`src/rtl/wb_pkg.sv`:
```
`default_nettype none
// ============================================================================
// Module   : wb_pkg
// Purpose  : Shared constants for the accumulator write-back stage.
//            Accumulator control word bit positions, bubble encoding, and
//            default widths.
// Revision : 1.0 - initial release
// ============================================================================
package wb_pkg;

  // Accumulator control word bit positions
  localparam int CTRL_WR_A = 0;  // write accumulator A
  localparam int CTRL_WR_B = 1;  // write accumulator B
  localparam int CTRL_CLR  = 2;  // write zero instead of the data

  localparam logic [2:0] CTRL_BUBBLE = 3'b000;

  localparam int DEFAULT_DATA_W = 8;
  localparam int DEFAULT_CNT_W  = 16;

endpackage : wb_pkg
`default_nettype wire

```
`src/rtl/acum_reg.sv`:
```
`default_nettype none
// ============================================================================
// Module   : acum_reg
// Purpose  : One architectural accumulator with write enable, async reset,
//            and registered zero / negative flags.
// Ports    : Clock, Reset  - clock, async active-high reset
//            iWrEn         - commit a write this edge
//            iWrData       - value to commit
//            oValue        - accumulator value (bypassed when enabled)
//            oZero, oNeg   - flags of oValue
// Config   : WB_ACUM_FWD_EN - when defined, outputs show the pending write
//            value combinationally while iWrEn is high.
// Revision : 1.0 - initial release
// ============================================================================
module acum_reg #(
  parameter int DATA_W = 8
) (
  input  logic              Clock,
  input  logic              Reset,
  input  logic              iWrEn,
  input  logic [DATA_W-1:0] iWrData,
  output logic [DATA_W-1:0] oValue,
  output logic              oZero,
  output logic              oNeg
);

  logic [DATA_W-1:0] value_q, value_d;
  logic              zero_q, zero_d;
  logic              neg_q, neg_d;

  // Flags are computed from the value being loaded so they are always
  // registered together with it and can never go stale.
  always_comb begin
    value_d = value_q;
    zero_d  = zero_q;
    neg_d   = neg_q;
    if (iWrEn) begin
      value_d = iWrData;
      zero_d  = (iWrData == '0);
      neg_d   = iWrData[DATA_W-1];
    end
  end

  always_ff @(posedge Clock or posedge Reset) begin
    if (Reset) begin
      value_q <= '0;
      zero_q  <= 1'b1;
      neg_q   <= 1'b0;
    end else begin
      value_q <= value_d;
      zero_q  <= zero_d;
      neg_q   <= neg_d;
    end
  end

`ifdef WB_ACUM_FWD_EN
  // Same-cycle bypass: show the write that will land on the next edge.
  assign oValue = iWrEn ? iWrData : value_q;
  assign oZero  = iWrEn ? (iWrData == '0) : zero_q;
  assign oNeg   = iWrEn ? iWrData[DATA_W-1] : neg_q;
`else
  assign oValue = value_q;
  assign oZero  = zero_q;
  assign oNeg   = neg_q;
`endif

endmodule : acum_reg
`default_nettype wire

```
`src/rtl/wb_acum.sv`:
```
`default_nettype none
// ============================================================================
// Module   : wb_acum
// Purpose  : Write-back stage of the accumulator pipeline. Holds the MEM/WB
//            pipeline register, accumulators A and B with flags, and a
//            retired-write counter.
// Ports    : Clock, Reset        - clock, async active-high reset
//            iDataToWB           - MEM stage result
//            iControlAcum_MEM    - {CLR, WR_B, WR_A} from MEM
//            iStall              - hold register, no commit
//            oAcumA/oAcumB       - accumulator values to EX
//            oZeroA/B, oNegA/B   - accumulator flags
//            oWbValid            - MEM/WB register holds a non-bubble entry
//            oWriteCount         - committed writes (wrapping)
// Config   : WB_ACUM_FWD_EN - combinational bypass of the pending write onto
//            the accumulator outputs (latency 1 edge instead of 2).
// Revision : 1.0 - initial release
// ============================================================================
module wb_acum
  import wb_pkg::*;
#(
  parameter int DATA_W = DEFAULT_DATA_W,
  parameter int CNT_W  = DEFAULT_CNT_W
) (
  input  logic              Clock,
  input  logic              Reset,
  input  logic [DATA_W-1:0] iDataToWB,
  input  logic [2:0]        iControlAcum_MEM,
  input  logic              iStall,
  output logic [DATA_W-1:0] oAcumA,
  output logic [DATA_W-1:0] oAcumB,
  output logic              oZeroA,
  output logic              oZeroB,
  output logic              oNegA,
  output logic              oNegB,
  output logic              oWbValid,
  output logic [CNT_W-1:0]  oWriteCount
);

  logic [2:0]        ctrl_q, ctrl_d;
  logic [DATA_W-1:0] data_q, data_d;
  logic [CNT_W-1:0]  cnt_q, cnt_d;

  logic              w_wr_a;
  logic              w_wr_b;
  logic [DATA_W-1:0] w_wr_val;

  // The entry in the MEM/WB register commits on every non-stalled edge.
  assign w_wr_a   = ~iStall & ctrl_q[CTRL_WR_A];
  assign w_wr_b   = ~iStall & ctrl_q[CTRL_WR_B];
  assign w_wr_val = ctrl_q[CTRL_CLR] ? '0 : data_q;

  always_comb begin
    ctrl_d = ctrl_q;
    data_d = data_q;
    cnt_d  = cnt_q;
    if (!iStall) begin
      ctrl_d = iControlAcum_MEM;
      data_d = iDataToWB;
      // A dual write retires as a single entry.
      if (w_wr_a | w_wr_b) begin
        cnt_d = cnt_q + CNT_W'(1);
      end
    end
  end

  always_ff @(posedge Clock or posedge Reset) begin
    if (Reset) begin
      ctrl_q <= CTRL_BUBBLE;
      data_q <= '0;
      cnt_q  <= '0;
    end else begin
      ctrl_q <= ctrl_d;
      data_q <= data_d;
      cnt_q  <= cnt_d;
    end
  end

  acum_reg #(.DATA_W(DATA_W)) u_acum_a (
    .Clock   (Clock),
    .Reset   (Reset),
    .iWrEn   (w_wr_a),
    .iWrData (w_wr_val),
    .oValue  (oAcumA),
    .oZero   (oZeroA),
    .oNeg    (oNegA)
  );

  acum_reg #(.DATA_W(DATA_W)) u_acum_b (
    .Clock   (Clock),
    .Reset   (Reset),
    .iWrEn   (w_wr_b),
    .iWrData (w_wr_val),
    .oValue  (oAcumB),
    .oZero   (oZeroB),
    .oNeg    (oNegB)
  );

  // 3'b100 selects no target, so it is not a valid entry.
  assign oWbValid    = |ctrl_q[CTRL_WR_B:CTRL_WR_A];
  assign oWriteCount = cnt_q;

endmodule : wb_acum
`default_nettype wire
```
`config.mk`:
```
export PLATFORM = sky130hd
export DESIGN_NAME = wb_acum
export DESIGN_NICKNAME = d
export VERILOG_FILES = /design/src/rtl/wb_pkg.sv /design/src/rtl/acum_reg.sv /design/src/rtl/wb_acum.sv
export SDC_FILE = /design/constraint.sdc
export NUM_CORES = 1
export LEC_CHECK = 0
export CORE_UTILIZATION = 48
export DETAILED_ROUTE_END_ITERATION = 12
export GPL_TIMING_DRIVEN = 0
export PLACE_DENSITY = 0.8
export REMOVE_ABC_BUFFERS = 1
export SKIP_LAST_GASP = 1
export SYNTH_ARGS = -nofsm -noshare
export SYNTH_HDL_FRONTEND = slang
export SYNTH_HIERARCHICAL = 1
export SYNTH_SLANG_ARGS = --single-unit
```
`constraint.sdc`:
```
create_clock -name Clock -period 2 [get_ports Clock]
set_clock_uncertainty 0.15 [all_clocks]
set_input_delay 0.2 -clock Clock [delete_from_list [all_inputs] [get_ports Clock]]
set_output_delay 0.2 -clock Clock [all_outputs]
set_load 0.1 [all_outputs]
```
==> results of run 1 <==
-- layer usage --
metal	share of wire, %	GRT usage [%]
met2	48	31.2
met5	0	0
met3	5.0	4.97
met4	1.4	7.98
met1	45	23.3
-- state kept, by name, summed over array words and instances, names as in the netlist --
name	flops
u_acum_a/oZero	1
u_acum_b/oZero	1
u_acum_a/oValue	8
oWriteCount	16
u_acum_b/oValue	8
ctrl_q	3
data_q	8
-- report_power, final --
group	switching [W]	internal, W	leakage (nW)	total [W]
Combinational	0.00132	0.000361	0.645	0.00168
Clock	0.000279	0.000282	0.0455	0.000560
Sequential	0.000135	0.00107	0.568	0.00121
Total	0.00173	0.00172	1.26	0.00345
-- cell type report --
| class | instances | area (sq um) | share of cell area, % |
|---|---|---|---|
| clock buffers | 8 | 90.1 | 3.50 |
| inverters | 4 | 15.0 | 0.584 |
| multi-input cells | 88 | 825 | 32.1 |
| flip-flops and latches | 45 | 1130 | 43.9 |
| well taps | 50 | 62.6 | 2.43 |
| repair buffers | 50 | 450 | 17.5 |
-- how the worst min path moves through the flow --
stage	from	endpoint	slack [ps]
after global placement	oWriteCount[15]$_DFFE_PP0P_	oWriteCount[15]$_DFFE_PP0P_	320
after floorplan	Reset	u_acum_a/oValue[0]$_DFFE_PP0P_	-120
after global routing	Reset	u_acum_a/oValue[2]$_DFFE_PP0P_	130
after CTS	Reset	u_acum_a/oValue[2]$_DFFE_PP0P_	110
final	Reset	u_acum_a/oValue[7]$_DFFE_PP0P_	110
after detailed placement	oWriteCount[15]$_DFFE_PP0P_	oWriteCount[15]$_DFFE_PP0P_	320
-- repair_timing --
item / 4_1_cts / 5_1_grt
resized for setup: 43 / 5
hold buffers: 0 / 0
endpoints found under the setup margin: 58 / 4
cloned: 0 / 0
-- synth_stat cells, types with 2 or more instances --
cell	number	share of area [%]
or2_2	2	0.62
xor2_1	4	1.7
nand3_1	5	1.2
buf_4	2	0.75
buf_6	2	1.1
xnor2_1	11	4.8
and3_1	2	0.62
nor2_1	2	0.37
nand4_1	2	0.62
inv_1	4	0.75
nor4_2	4	2.5
dfstp_2	2	2.6
mux2_4	16	12
a31o_1	2	0.87
nand2_1	8	1.5
and4_1	2	0.87
mux2_2	11	6.2
nor2b_1	13	4.1
dfrtp_1	43	54
-- logic make-up after synthesis --
family / after synthesis
AOI/OAI and AO/OA: 3
xor gates and xnor gates: 15
adders and majority gates: 1
buffers and inverters: 9
DFF: 45
muxes: 27
and+or+nand+nor: 42
-- metrics by stage --
step	TNS [ps]	util, %
after detailed placement	-12840	63.2
after global routing	0	64.3
final	0	64.3
after CTS	-74.4	64.4
after floorplan	-2070	-
after global placement	-11940	63.2
-- placed cells by master (no fill, tap or decap) --
cell type	synthesis	routed
clkbuf_8	0	6
mux2_4	16	16
or2_2	2	2
nor3_1	1	1
dfrtp_1	43	43
inv_1	4	4
nor4_2	4	4
clkdlybuf4s15_2	0	1
and3_1	2	2
nor4_4	1	1
clkdlybuf4s50_1	0	12
mux2_2	11	11
xor2_1	4	4
nand2_1	8	8
a31o_1	2	2
nor2b_2	0	2
nand4_1	2	2
clkbuf_2	0	2
and4_1	2	2
clkbuf_1	1	2
dlygate4sd2_1	0	33
o21bai_4	1	1
nor2_1	2	2
dfstp_2	2	2
nand3_1	5	5
clkdlybuf4s15_1	0	2
nor2b_1	13	11
xnor2_1	11	11
ha_1	1	1
==> metrics.cfg, run 1 <==
[run_status]
status = finished clean

[setup_path]
r2r-start = oWriteCount[0]$_DFFE_PP0P_
crit_chain = dlygate4sd2_1
r2r_cells = 5
crit_family = buffers and inverters
endpoint = oWriteCount[7]
r2r_slack_ps = 270
required_ps = 1650
worstSetupPathType = reg2out
critical_path.startpoint = oWriteCount[7]$_DFFE_PP0P_
worstReg2RegEnd = oWriteCount[10]$_DFFE_PP0P_
critPathLaunchType = flip-flop
crit_arrival_ps = 1600
cpMaxStageDelayCell = dlygate4sd2_1
cp_num_buf_inv = 1
max_stage_delay_ps = 880
cp-end-kind = output port
path_depth = 1
critPathMaxFanout = 6

[detailed_routing]
ant_nets = 0
drt_iter0_drc = 44
drt_first_pass_iters = 3
wl_per_cell_um = 14.9
wl_um = 3650
drcViolationCount = 0
vias_per_cell = 5.02
vias = 1231

[placement]
place_congestion = 0.762
dp_cells = 237
port_buffers = 50
placed_area_sq_mm = 0.00253
pre_cts_ws_ps = -577
dp_hpwl_um = 2680

[clock_network]
cts_setup_buffers = 0
numCtsBuffers = 5
cts_buffer_depth = 2
cts_tree = done
htreeDepth = 2
clock-sinks = 45
clk_latency_ps = 290
path_clk_slew_ps = 80
clockRootBuffer = clkbuf_8

[sta]
setup_ws_ps = 53.8
fin_crit_sh_pct = 97.3
fmax_mhz = 514
worst_pin_slew_ps = 1010
relSlewSlack_pct = 32.4
rsz0062_at_grt = false
fin_crit_ps = 1950
setup_viol = 0
slew_violations = 0
holdWs_ps = 108
hold_viol = 0

[floorplan]
core_sq_mm = 0.00400
die_w_um = 66.6
initial_core_util_pct = 50.1
rows = 23
die_h_um = 66.6
pin_count = 51
die_area_sq_mm = 0.00444

[global_routing]
grt_overflow_total = 0
gr-usage-all-layers_pct = 18.9
antenna_found_initial = 0
grt_pass1_vias = 1286
grt_start_max_net_pins = 28
grt_pass1_wl_um = 6120

[synth]
synthAdderAreaFrac_pct = 0.624
synth_top_family_by_area = multiplexers
synth_compound_area_share_pct = 1.81
synth-main-ff-cell = dfrtp_1
ys_types = 24
syn_area_per_cell_sq_um = 14.1
ys_ff_latch = 45
synthArstFlopShare_pct = 100
synth_cells = 142
yosys.area_share.simple_pct = 13.7
ys_warn_count = 6
syn_area_sq_mm = 0.00200
seq_area_frac_synth_pct = 56.3
synth-edff-count = 0
synthMuxAreaShare_pct = 18.2
yosys.area_share.xor_xnor_pct = 6.55

[power]
power_w = 0.00345
powerDensity_mw_per_mm2 = 1340
vdd_drop_max_mv = 1.11
p_leak_nw = 1.26

[final_layout]
diodes = 0
fillers = 315
layout-drive-gt1-share_pct = 24.6
fin_area_sq_mm = 0.00257
final_nets = 209
fin_cells = 245
area_growth_pct = 28.3

[job]
cap_violations = 0

[worst_hold_path]
min_path_type = in2async

Note: power is estimated with default switching activity, not from simulation.
==> run 2, diff against run 1 <==
--- a/config.mk
+++ b/config.mk
@@ -5,10 +5,10 @@
 export SDC_FILE = /design/constraint.sdc
 export NUM_CORES = 1
 export LEC_CHECK = 0
-export CORE_UTILIZATION = 48
+export CORE_UTILIZATION = 35
 export DETAILED_ROUTE_END_ITERATION = 12
 export GPL_TIMING_DRIVEN = 0
-export PLACE_DENSITY = 0.8
+export PLACE_DENSITY = 0.61
 export REMOVE_ABC_BUFFERS = 1
 export SKIP_LAST_GASP = 1
 export SYNTH_ARGS = -nofsm -noshare
==> metrics.cfg, run 2 (synthesized netlist as in run 1, its figures left out) <==
[clock_network]
numCtsBuffers = 5  ; unchanged
cts_buffer_depth = 2  ; unchanged
hold_buffers = 0  ; unchanged
cts_setup_buffers = 0  ; unchanged
ctsResizeCount = 44  ; was 43
cts_tree = done  ; unchanged
htreeDepth = 2  ; unchanged
path_clk_slew_ps = 80  ; about the same
clk_latency_ps = 280  ; was 290 ps
clock-sinks = 45  ; unchanged
clockRootBuffer = clkbuf_8  ; unchanged

[setup_path]
cp_num_buf_inv = 1  ; unchanged
r2r-start = ctrl_q[1]$_DFFE_PP0N_  ; was oWriteCount[0]$_DFFE_PP0P_
max_stage_delay_ps = 880  ; about the same
critPathMaxFanout = 5  ; was 6
crit_arrival_ps = 1590  ; was 1600 ps
required_ps = 1650  ; about the same
crit_chain = dlygate4sd2_1  ; unchanged
worstSetupPathType = reg2out  ; unchanged
cp-end-kind = output port  ; unchanged
cpMaxStageDelayCell = dlygate4sd2_1  ; unchanged
crit_family = buffers and inverters  ; unchanged
critical_path.startpoint = oWriteCount[4]$_DFFE_PP0P_  ; was oWriteCount[7]$_DFFE_PP0P_
critPathLaunchType = flip-flop  ; unchanged

[detailed_routing]
drcViolationCount = 0  ; unchanged
wl_per_cell_um = 14.4  ; was 14.9 um
drt_iter0_drc = 41  ; was 44
route.met3.wl_um = 257  ; was 182 um
vias = 1240  ; was 1231
wl_met2_um = 1900  ; was 1770 um
wl_um = 3850  ; was 3650 um
vias_per_cell = 4.64  ; was 5.02
top_layer = met3  ; was met4
drt_first_pass_iters = 3  ; unchanged
met1Wirelength_um = 1700  ; was 1650 um
ant_nets = 0  ; unchanged

[placement]
place_congestion = 0.727  ; was 0.762
pre_cts_ws_ps = -614  ; was -577 ps
dp_hpwl_um = 2910  ; was 2680 um
dp_cells = 259  ; was 237
port_buffers = 50  ; unchanged

[final_layout]
layout-drive-gt1-share_pct = 25.1  ; was 24.6%
fillers = 516  ; was 315
final_core_util_pct = 47.3  ; was 64.3%
fin_cells = 267  ; was 245
diodes = 0  ; unchanged
final_cell_mix = 43 x dfrtp_1, 31 x dlygate4sd2_1, 16 x mux2_4, 12 x clkdlybuf4s50_1  ; was 43 x dfrtp_1, 33 x dlygate4sd2_1, 16 x mux2_4, 12 x clkdlybuf4s50_1
final_nets = 209  ; unchanged
largest_reg_flops = 16  ; unchanged
area_growth_pct = 30.0  ; was 28.3%
final_common_cell = dfrtp_1  ; unchanged

[floorplan]
die_area_sq_mm = 0.00603  ; was 0.00444 sq mm
core_sq_mm = 0.00551  ; was 0.00400 sq mm
die_h_um = 77.7  ; was 66.6 um
rows = 27  ; was 23
initial_core_util_pct = 36.4  ; was 50.1%
pin_count = 51  ; unchanged
die_w_um = 77.7  ; was 66.6 um

[sta]
holdWs_ps = 109  ; was 108 ps
relSlewSlack_pct = 33.0  ; was 32.4%
slew_violations = 0  ; unchanged
setup_ws_ps = 59.5  ; was 53.8 ps
rsz0062_at_grt = false  ; unchanged
fmax_mhz = 515  ; was 514 MHz
hold_viol = 0  ; unchanged
setup_viol = 0  ; unchanged
fin_crit_ps = 1940  ; was 1950 ps
fin_crit_sh_pct = 97.0  ; was 97.3%
worst_pin_slew_ps = 1000  ; was 1010 ps

[power]
vdd_drop_max_mv = 1.23  ; was 1.11 mV
powerDensity_mw_per_mm2 = 1320  ; was 1340 mW/mm^2
power_w = 0.00344  ; was 0.00345 W
p_leak_nw = 1.25  ; was 1.26 nW

[run_status]
status = finished clean  ; unchanged

[global_routing]
antenna_found_initial = 0  ; unchanged
grt_overflow_total = 0  ; unchanged
grt_start_max_net_pins = 28  ; unchanged
gr-usage-all-layers_pct = 14.2  ; was 18.9%
grt_pass1_wl_um = 6720  ; was 6120 um
grt_pass1_vias = 1347  ; was 1286

[worst_hold_path]
min_path_type = in2async  ; unchanged

[job]
cap_violations = 0  ; unchanged

## run 2: cell types whose count changed in the layout (fill, tap and decap cells not counted)
| cell | before | now |
|---|---|---|
| nor3_1 | 1 | 0 |
| dlygate4sd2_1 | 33 | 31 |
| clkdlybuf4s15_1 | 2 | 4 |
| nor3_2 | 0 | 1 |
## run 2: where the power goes
part	leakage [nW]	internal, W	switching [W]	total [W]
sequential	0.568	0.00107	0.000136	0.00121
combinational	0.635	0.000359	0.00132	0.00168
clock	0.0455	0.000282	0.000273	0.000555
total	1.25	0.00171	0.00173	0.00344
## run 2: path summary, 6_finish.rpt
check	to	slack (ps)	cells past startpoint
max in group asynchronous	data_q[7]$_DFFE_PP0N_	710	2
hold / removal	u_acum_a/oValue[7]$_DFFE_PP0P_	110	2
setup reg to reg	u_acum_b/oValue[4]$_DFFE_PP0P_	350	2
hold reg to reg	oWriteCount[15]$_DFFE_PP0P_	330	1
setup / recovery	oWriteCount[4]	60	1
min in group Clock	oWriteCount[15]$_DFFE_PP0P_	330	1
## run 2: metrics by stage
| step | TNS (ps) | area [sq um] |
|---|---|---|
| after floorplan | -2070 | 1960 |
| after global placement | -13170 | 2550 |
| after detailed placement | -14170 | 2550 |
| after CTS | -89.9 | 2610 |
| after global routing | 0 | 2610 |
| final | 0 | 2610 |
## run 2: final cells by class
class                   instances  area (sq um)  area share, %
clock buffers                   8          90.1           3.46
inverters                       4          15.0          0.576
well taps                      72          90.1           3.46
flip-flops and latches         45          1130           43.3
multi-input cells              88           830           31.8
repair buffers                 50           453           17.4
## run 2: per-layer routing
| layer | vias to the layer above | GRT usage (%) |
|---|---|---|
| met4 | 0 | 3.40 |
| met3 | 0 | 4.35 |
| met1 | 617 | 18.7 |
| li1 | 583 | - |
| met5 | - | 0 |
| met2 | 40 | 22.8 |
==> run 3, diff against run 2 <==
--- a/config.mk
+++ b/config.mk
@@ -9,7 +9,6 @@
 export DETAILED_ROUTE_END_ITERATION = 12
 export GPL_TIMING_DRIVEN = 0
 export PLACE_DENSITY = 0.61
-export REMOVE_ABC_BUFFERS = 1
 export SKIP_LAST_GASP = 1
 export SYNTH_ARGS = -nofsm -noshare
 export SYNTH_HDL_FRONTEND = slang
==> metrics.cfg, run 3 (synthesized netlist as in run 1, its figures left out) <==
[job]
cap_violations = 0  ; unchanged

[floorplan]
rows = 27  ; unchanged
die_h_um = 77.7  ; unchanged
pin_count = 51  ; unchanged
die_area_sq_mm = 0.00603  ; unchanged
core_sq_mm = 0.00551  ; unchanged
initial_core_util_pct = 36.4  ; unchanged
die_w_um = 77.7  ; unchanged

[global_routing]
grt_pass1_vias = 1336  ; was 1347
grt_start_max_net_pins = 28  ; unchanged
antenna_found_initial = 0  ; unchanged
gr-usage-all-layers_pct = 14.6  ; was 14.2%
grt_pass1_wl_um = 6640  ; was 6720 um
grt_overflow_total = 0  ; unchanged

[clock_network]
htreeDepth = 2  ; unchanged
clockRootBuffer = clkbuf_8  ; unchanged
cts_buffer_depth = 2  ; unchanged
numCtsBuffers = 5  ; unchanged
clk_latency_ps = 280  ; about the same
cts_tree = done  ; unchanged
path_clk_slew_ps = 80  ; about the same
clock-sinks = 45  ; unchanged

[sta]
setup_viol = 0  ; unchanged
fin_crit_sh_pct = 96.7  ; was 97.0%
worst_pin_slew_ps = 1040  ; was 1000 ps
slew_violations = 0  ; unchanged
hold_viol = 0  ; unchanged
holdWs_ps = 107  ; was 109 ps
fmax_mhz = 517  ; was 515 MHz
fin_crit_ps = 1930  ; was 1940 ps
rsz0062_at_grt = false  ; unchanged
relSlewSlack_pct = 30.4  ; was 33.0%

[detailed_routing]
drt_iter0_drc = 47  ; was 41
wl_um = 4000  ; was 3850 um
drt_first_pass_iters = 4  ; was 3
vias = 1287  ; was 1240
ant_nets = 0  ; unchanged
drcViolationCount = 0  ; unchanged
vias_per_cell = 4.73  ; was 4.64
wl_per_cell_um = 14.7  ; was 14.4 um

[placement]
place_congestion = 0.748  ; was 0.727
dp_hpwl_um = 2990  ; was 2910 um
port_buffers = 50  ; unchanged

[final_layout]
diodes = 0  ; unchanged
final_cell_mix = 32 x dfrtp_1, 32 x dlygate4sd2_1, 16 x mux2_4, 13 x nor2b_1, 13 x clkdlybuf4s50_1  ; was 43 x dfrtp_1, 31 x dlygate4sd2_1, 16 x mux2_4, 12 x clkdlybuf4s50_1
largest_reg_flops = 16  ; unchanged
layout-drive-gt1-share_pct = 31.0  ; was 25.1%
final_nets = 214  ; was 209
area_growth_pct = 31.5  ; was 30.0%

[power]
powerDensity_mw_per_mm2 = 1310  ; was 1320 mW/mm^2
power_w = 0.00345  ; was 0.00344 W
p_leak_nw = 1.26  ; was 1.25 nW
vdd_drop_max_mv = 0.893  ; was 1.23 mV

[setup_path]
crit_arrival_ps = 1580  ; was 1590 ps
worstSetupPathType = reg2out  ; unchanged
required_ps = 1650  ; about the same
crit_family = buffers and inverters  ; unchanged
max_stage_delay_ps = 880  ; about the same
crit_chain = dlygate4sd2_1  ; unchanged
critPathMaxFanout = 5  ; unchanged
cp_num_buf_inv = 1  ; unchanged
cp-end-kind = output port  ; unchanged
critPathLaunchType = flip-flop  ; unchanged
cpMaxStageDelayCell = dlygate4sd2_1  ; unchanged

[synth]
synth_nets = 157

[run_status]
status = finished clean  ; unchanged

[worst_hold_path]
min_path_type = in2async  ; unchanged

-- run 3: changes by cell type in the layout (fill, tap and decap cells not counted), moves of 2 or more --
cell | previous run | this run
buf_4 | 0 | 2
buf_6 | 0 | 2
clkbuf_1 | 2 | 4
clkdlybuf4s15_1 | 4 | 0
dfrtp_1 | 43 | 32
dfrtp_2 | 0 | 11
nor2b_1 | 11 | 13
nor2b_2 | 2 | 0
-- run 3: worst paths after layout --
path,from,endpoint,slack (ps),cells past startpoint
min in group Clock,oWriteCount[15]$_DFFE_PP0P_,oWriteCount[15]$_DFFE_PP0P_,320,1
max in group asynchronous,Reset,oWriteCount[8]$_DFFE_PP0P_,590,2
min reg2reg,oWriteCount[15]$_DFFE_PP0P_,oWriteCount[15]$_DFFE_PP0P_,320,1
max reg2reg,oWriteCount[0]$_DFFE_PP0P_,oWriteCount[12]$_DFFE_PP0P_,250,5
max,oWriteCount[11]$_DFFE_PP0P_,oWriteCount[11],70,1
min,Reset,u_acum_b/oValue[0]$_DFFE_PP0P_,110,2
-- run 3: per-layer routing --
metal | global-route usage, % | wire, um
met2 | 25.4 | 2090
met3 | 5.29 | 274
met5 | 0 | 0
met4 | 4.53 | 8
met1 | 16.6 | 1630
-- run 3: layout make-up --
class,instances,area (sq um)
flip-flops and latches,45,1140
multi-input cells,88,820
clock buffers,8,80.1
plain buffers,5,41.3
repair buffers,50,448
fillers,516,2870
inverters,4,15.0
well taps,72,90.1
-- run 3: timing repair --
item | CTS | global route
hold buffers | 0 | 0
setup buffers | 0 | 0
pin swaps | 0 | 0
setup endpoints to repair | 37 | 3
gates resized for setup | 42 | 5
-- run 3: report_power, final --
| group | switching (W) | internal (W) |
|---|---|---|
| Clock | 0.000275 | 0.000248 |
| Sequential | 0.000137 | 0.00109 |
| Combinational | 0.00132 | 0.000375 |
| Total | 0.00174 | 0.00171 |
-- run 3: stage by stage --
| step | cell area, sq um | TNS (ps) | util, % | worst slack (ps) | std cells |
|---|---|---|---|---|---|
| floorplan | 2020 | 0 | - | 40.3 | 142 |
| global placement | 2610 | -1660 | 47.4 | -93.2 | 264 |
| detailed placement | 2610 | -2490 | 47.4 | -126 | 264 |
| CTS | 2650 | -99.3 | 48.1 | -99.3 | 272 |
| global route | 2640 | 0 | 47.9 | 4.93 | 272 |
| finish | 2640 | 0 | 47.9 | 65.4 | 272 |
